File: src/rtl/firing_pkg.sv
// Shared encodings for the firing controller: control words, FSM states, magazine size.
package firing_pkg;

  localparam logic [2:0] CTRL_RELOAD = 3'b000;
  localparam logic [2:0] CTRL_HOLD   = 3'b001;
  localparam logic [2:0] CTRL_SHOT   = 3'b011;

  localparam logic [1:0] MAX_SHOTS_DEFAULT = 2'd3;

  typedef enum logic [2:0] {
    S_IDLE      = 3'd0,
    S_FIRE      = 3'd1,
    S_COOLDOWN  = 3'd2,
    S_WAIT_REL  = 3'd3,
    S_RELOADING = 3'd4
  } state_t;

endpackage

File: src/rtl/firing_control_debounce.sv
// Button conditioning: 2-flop synchronizer, stability-counter debouncer, rising-edge press pulse.
module button_debounce #(
  parameter logic [15:0] DEBOUNCE_CYCLES = 16'd50000
) (
  input  logic clk,
  input  logic reset,
  input  logic btn,
  output logic level,
  output logic press
);

  localparam int CW = (DEBOUNCE_CYCLES > 16'd1) ? $clog2(DEBOUNCE_CYCLES) : 1;

  logic [1:0]    sync;
  logic [CW-1:0] cnt;
  logic          level_q;
  logic          level_d;

  always_ff @(posedge clk or posedge reset) begin
    if (reset) begin
      sync    <= 2'b00;
      cnt     <= '0;
      level_q <= 1'b0;
      level_d <= 1'b0;
    end else begin
      sync    <= {sync[0], btn};
      level_d <= level_q;
      // Any cycle agreeing with the current level restarts the stability count.
      if (sync[1] == level_q) begin
        cnt <= '0;
      end else if (cnt == CW'(DEBOUNCE_CYCLES - 16'd1)) begin
        level_q <= sync[1];
        cnt     <= '0;
      end else begin
        cnt <= cnt + CW'(1);
      end
    end
  end

  assign level = level_q;
  assign press = level_q & ~level_d;

endmodule

File: src/rtl/firing_control.sv
// Firing controller: debounced trigger/reload buttons to HOLD/SHOT/RELOAD control word with cooldown and timed reload.
// Define FIRING_AUTO_RELOAD_EN to start a reload automatically when the magazine is empty.
module firing_control
  import firing_pkg::*;
#(
  parameter logic [15:0] DEBOUNCE_CYCLES = 16'd50000,
  parameter logic [23:0] COOLDOWN_CYCLES = 24'd2500000,
  parameter logic [23:0] RELOAD_CYCLES   = 24'd5000000,
  parameter logic [1:0]  MAX_SHOTS       = MAX_SHOTS_DEFAULT
) (
  input  logic       clk,
  input  logic       reset,
  input  logic       trigger_btn,
  input  logic       reload_btn,
  input  logic [1:0] RemainingShots,
  input  logic       isShot,
  output logic [2:0] control,
  output logic       shot_fired,
  output logic       dry_fire,
  output logic       busy
);

  localparam int CD_W  = (COOLDOWN_CYCLES > 24'd1) ? $clog2(COOLDOWN_CYCLES) : 1;
  localparam int RL_W  = (RELOAD_CYCLES > 24'd1) ? $clog2(RELOAD_CYCLES) : 1;
  localparam int CNT_W = (CD_W > RL_W) ? CD_W : RL_W;

  logic trig_level, trig_press;
  logic reload_level_unused, reload_press;

  button_debounce #(.DEBOUNCE_CYCLES(DEBOUNCE_CYCLES)) u_trig_db (
    .clk(clk), .reset(reset), .btn(trigger_btn), .level(trig_level), .press(trig_press)
  );

  button_debounce #(.DEBOUNCE_CYCLES(DEBOUNCE_CYCLES)) u_reload_db (
    .clk(clk), .reset(reset), .btn(reload_btn), .level(reload_level_unused), .press(reload_press)
  );

  state_t           state, state_next;
  logic [CNT_W-1:0] cnt;
  logic [2:0]       control_next;
  logic             dry_next;

  always_ff @(posedge clk or posedge reset) begin
    if (reset) begin
      state      <= S_IDLE;
      cnt        <= '0;
      control    <= CTRL_HOLD;
      shot_fired <= 1'b0;
      dry_fire   <= 1'b0;
      busy       <= 1'b0;
    end else begin
      state      <= state_next;
      cnt        <= (state_next != state) ? '0 : cnt + CNT_W'(1);
      control    <= control_next;
      shot_fired <= (state_next == S_FIRE);
      dry_fire   <= dry_next;
      busy       <= (state_next == S_COOLDOWN) || (state_next == S_RELOADING);
    end
  end

  always_comb begin
    state_next   = state;
    dry_next     = 1'b0;
    control_next = CTRL_HOLD;
    case (state)
      S_IDLE: begin
        // A registered hit ends the round: no trigger or reload is honoured until reset.
        if (!isShot) begin
          if (trig_press) begin
            if (RemainingShots != 2'd0) state_next = S_FIRE;
            else                        dry_next   = 1'b1;
          end else if (reload_press && (RemainingShots < MAX_SHOTS)) begin
            state_next = S_RELOADING;
          end
`ifdef FIRING_AUTO_RELOAD_EN
          else if (RemainingShots == 2'd0) begin
            state_next = S_RELOADING;
          end
`endif
        end
      end
      S_FIRE:      state_next = S_COOLDOWN;
      S_COOLDOWN:  if (cnt == CNT_W'(COOLDOWN_CYCLES - 24'd1)) state_next = S_WAIT_REL;
      S_WAIT_REL:  if (!trig_level) state_next = S_IDLE;
      S_RELOADING: if (cnt == CNT_W'(RELOAD_CYCLES - 24'd1)) state_next = S_IDLE;
      default:     state_next = S_IDLE;
    endcase
    case (state_next)
      S_FIRE:      control_next = CTRL_SHOT;
      S_RELOADING: control_next = CTRL_RELOAD;
      default:     control_next = CTRL_HOLD;
    endcase
  end

endmodule

File: config.mk
export PLATFORM = sky130hd
export DESIGN_NAME = firing_control
export DESIGN_NICKNAME = d
export VERILOG_FILES = /design/src/rtl/firing_pkg.sv /design/src/rtl/firing_control_debounce.sv /design/src/rtl/firing_control.sv
export SDC_FILE = /design/constraint.sdc
export NUM_CORES = 1
export LEC_CHECK = 0
export ABC_AREA = 1
export BUFFER_PORTS_ARGS = -buffer_cell sky130_fd_sc_hd__buf_2
export CORE_ASPECT_RATIO = 1.25
export CORE_MARGIN = 2
export CORE_UTILIZATION = 25
export DETAILED_ROUTE_END_ITERATION = 8
export GPL_TIMING_DRIVEN = 1
export PLACE_DENSITY_LB_ADDON = 0.25
export SLEW_MARGIN = 0
export SYNTH_ARGS = -nofsm -noshare
export SYNTH_HDL_FRONTEND = slang
export SYNTH_SLANG_ARGS = --single-unit
File: constraint.sdc
create_clock -name clk -period 2.2 [get_ports clk]
set_input_delay 0 -clock clk [delete_from_list [all_inputs] [get_ports clk]]
set_output_delay 0 -clock clk [all_outputs]
set_load 0.005 [all_outputs]
Yosys cells after proc, flatten, opt, wreduce, memory -nomap -nowiden
Cells that the tools add are included.

Register bits: 72. Logic and storage cells: 62.

Bitwise logic cells: 6. Mux-type cells: 18. Reduce and logical (&&, ||, !) cells: 6. Magnitude comparators: 1. Add/subtract/negate cells: 3. Equal/unequal tests: 14.

Operator list (number): 16-bit two-way mux (4); 16-bit by 1-bit adder with 16-bit output (second input constant) (2); 16-bit equality test (second input constant) (2); 23-bit by 1-bit adder with 23-bit output (second input constant) (1); 23-bit by 22-bit equality test with 1-bit output (second input constant) (1); 23-bit equality test (second input constant) (1); 23-bit two-way mux (1); 3-bit two-way mux (7); 3-bit case mux with 5 select lines (1); 3-bit by 2-bit equality test with 1-bit output (second input constant) (3); 3-bit by 1-bit equality test with 1-bit output (second input constant) (2); 3-bit equality test (second input constant) (2); 1-bit two-way mux (4); 1-bit inverter (4); 2-bit case mux with 2 select lines (1); 2-bit AND reduction (2); 3-bit logical NOT (1); 3-bit inequality test (1); 1-bit bitwise AND (2); 1-bit equality test (2); 2-bit less-than comparator (second input constant) (1); 2-bit nonzero test (1); 1-bit logical AND (1); 1-bit logical OR (1).

Depth between registers and ports, before layout
Depth after elaboration: 9. Depth in mapped cells: 14.

Hierarchy
Synthesis repeated with hierarchy kept, for this count alone.

Cell total of the unflattened synthesis: 487. Area total of the unflattened synthesis: 4028.9 sq um.

By module, submodules not included: button_debounce (area an instance 1041.0 sq um, cells each 126, times used 2, sequential area each 500.5 sq um); firing_control (area an instance 1946.9 sq um, cells each 235, times used 1, sequential area each 752.0 sq um).

Worst setup path after synthesis
OpenSTA, ideal clock, no wires.

Path type: register -> register. Start: register cnt[0]. End: register cnt[2]. Period minus slack after synthesis: 1.606 ns. Cell stages (with the launch flop): 14. Setup slack: 0.594 ns. Arrival time: 1.486 ns. Cell sequence: dfrtp_1 > ha_1 > nand2_2 > nor2_4 > nand3_1 > nor2_1 > nand2_1 > nand2_1 > nand2_1 > nand2_1 > nand2_1 > nand2_2 > buf_8 > nor2_2.

Word-level cells in the longest chain between the ends: 5.

Ends and longest elaborated chain: start, declared (RTL line firing_control.sv:39) `logic [CNT_W-1:0] cnt;`; start signal, assigned (RTL line firing_control.sv:53) `cnt <= (state_next != state) ? '0 : cnt + CNT_W'(1);`; 23-bit equality test or 23-bit by 22-bit equality test with 1-bit output (tied branches) (RTL line firing_control.sv:85, firing_control.sv:83); 3-bit two-way mux (on tied branches) (RTL line firing_control.sv:85, firing_control.sv:83); 3-bit case mux with 5 select lines (RTL line firing_control.sv:65) `case (state)`; 3-bit inequality test (RTL line firing_control.sv:53); 23-bit two-way mux (*) (RTL line firing_control.sv:53).

Mark *: on every way between the ends. The rest lies on a longest branch, timed or not. A chain may end at the register's enable or synchronous reset.

Worst setup path after layout
Start: register cnt[0]. End: register cnt[0].

Same word-level chain as after synthesis.

==> run metrics <==
num ports 13; via count 2904; antenna violations before repair 0; largest net degree at the start of global routing 71; Initial Util 25.6%; FMAX 563 MHz; Hold Path Class input port to flip-flop; gr usage total 10.7%; CP Max Fanout 23; post-CTS resize count 0; post-route ant nets 0; layout cells sized above 1 9.74%; Via density 4.33; CTS tree built; Syn Std Cell Area 3710 sq um; pwr/cell area 710 nW/um^2; final setup vio count 0; register clock-pin slew on the reported worst setup and hold paths 50 ps; Diodes inserted 0; clock latency on the worst-skew pair 340 ps; Critical Path AT 1990 ps; RSZ-0062 raised after global routing false; Worst setup EP type flip-flop; Max Root-Sink Buffers 2; Avg Inst Size Synth 7.94 sq um; Gate Count Post-Synth 467; Final Hold Vio Count 0; area grow syn2layout 16.5%; first-pass GRT wire length 13500 microns; setup TNS 0 ps; Final #Nets 498; Worst Path Required 2420 ps; P_leak 1.94 nW; R2R Setup Slk 430 ps; final WL 7650 microns; fin. max-slew vios 0; #FFs+latches synth 70; full die area 15800 sq um; # H-tree levels 3; drt first pass iters 4; vias in the first global route 2916; CTS Buf Count 9; IO buf count 11; initial drt markers 154; Final Cycle Share 80.7%; # clock sinks 70; CTS Hold Buffers Added 4; Worst setup SP type flip-flop; yosys warns 0; core box area 14500 sq um; max cap viols 0; Post-Syn Nets 477; # rows 49; Distinct cells, synth 32; postcts setup bufs 0; gr ovfl total 0; peak supply drop 368 uV; status finished clean; Min Clock Period, post-route 1770 ps; Setup Crit Path Kind flip-flop to flip-flop; root buf cell clkbuf_16; gpl congestion 0.853; clk_skew 6.95 ps; Pwr Total 3.07 mW; drt drc 0; Die H 140 microns; post-DR wirelength/cell 11.4 microns; register area share after synthesis 47.3%; die width 113 microns; Final HPWL DP 5670 microns
-- where the power goes --
part | internal, mW | switching (mW)
combinational | 0.0639 | 0.106
clock | 0.994 | 0.541
sequential | 1.33 | 0.0377
total | 2.39 | 0.685
-- cell type report --
type                            instances  area [sq um]
Sequential cell                        70          1750
Clock inverter                          5          83.8
Clock buffer                           11           233
Fill cell                            1560         10100
Multi-Input combinational cell        321          1640
Tap cell                              178           223
Timing Repair Buffer                   17           135
Inverter                               69           259
-- synth_stat cells --
library cell  count  area share [%]
nor2_2           13             2.2
buf_2             1            0.13
nor4_1            5            0.84
a21boi_0          1            0.20
xnor2_1           7             1.7
inv_2             1            0.10
o21ai_0           8             1.1
nor3_1           25             3.4
a31oi_1           4            0.67
ha_1              3             1.0
nor2_4            1            0.30
and2_1            1            0.17
buf_4             2            0.40
nor2_1           84             8.5
dfstp_2           1            0.71
buf_8             1            0.40
nor3b_1           5             1.0
inv_1            68             6.9
and3_1            3            0.51
nand2_1          78             7.9
buf_6             2            0.61
xor2_1           26             6.1
nand2_2           3            0.51
a21oi_1           8             1.1
nand3_1          30             4.0
nor3_4            1            0.44
nand3b_1          2            0.40
o21ai_1           1            0.13
clkbuf_1          1            0.10
conb_1            1            0.10
nand4_1          11             1.9
dfrtp_1          69              47
-- path summary, 6_finish.rpt --
check | start | end | depth (start not counted)
max in group asynchronous | reset | control[0]$_DFF_PP1_ | 4
worst max register to register | cnt[0]$_DFF_PP0_ | cnt[0]$_DFF_PP0_ | 13
worst min register to register | u_trig_db.sync[0]$_DFF_PP0_ | u_trig_db.sync[1]$_DFF_PP0_ | 0
worst min-delay path | RemainingShots[0] | dry_fire$_DFF_PP0_ | 4
worst max-delay path | cnt[0]$_DFF_PP0_ | cnt[0]$_DFF_PP0_ | 13
min in group asynchronous | reset | u_trig_db.sync[0]$_DFF_PP0_ | 4
-- registers in the layout (all words and copies together), names as in the netlist, 2 cells and up --
| name | cells |
|---|---|
| u_reload_db.cnt | 16 |
| u_trig_db.sync | 2 |
| cnt | 23 |
| u_reload_db.sync | 2 |
| u_trig_db.cnt | 16 |
| state | 3 |
| control | 2 |
-- critical path, stage by stage (launching register included) --
cell,delay (ps)
dfrtp_1,410
ha_1,240
nand2_2,80
nor2_4,110
nand3_1,90
nor2_1,100
nand2_1,70
nand2_1,50
nand2_1,70
nand2_1,70
nand2_1,50
nand2_2,70
buf_12,170
nor2_1,60
-- cell usage in the layout (no fill, tap or decap), types with 8 or more instances in the layout --
| cell | instances |
|---|---|
| nor3_1 | 25 |
| xor2_1 | 26 |
| buf_2 | 11 |
| nand2_1 | 78 |
| inv_1 | 67 |
| nand3_1 | 30 |
| o21ai_0 | 8 |
| dfrtp_1 | 69 |
| a21oi_1 | 8 |
| nor2_1 | 84 |
| nor2_2 | 13 |
| nand4_1 | 11 |
| clkbuf_16 | 9 |
-- stage by stage --
stage | util, % | std cells | hold slack, ps | area [sq um] | setup slack [ps]
after global placement | 27.4 | 651 | 112 | 3970 | 481
after CTS | 29.9 | 671 | 37.0 | 4320 | 398
after detailed placement | 27.4 | 651 | 110 | 3970 | 406
final | 29.9 | 671 | 49.8 | 4320 | 425
after global routing | 29.9 | 671 | 75.8 | 4320 | 177
after floorplan | - | 467 | 31.4 | 3710 | 433
-- metal layers --
metal	wire [microns]	vias to the layer above	GRT usage (%)
met4	142	0	3.85
met1	3430	1351	12.9
li1	-	1507	-
met5	0	-	0
met2	3820	35	18.0
met3	256	11	3.03
-- kinds of logic after synthesis --
family	share of synthesized area [%]
buf+inv	8.63
compound gates	3.17
other cells	0.101
flops	47.3
fa+ha+maj	1.01
xor+xnor	7.79
simple gates	32.0
Power figures use the tool's default switching activity.
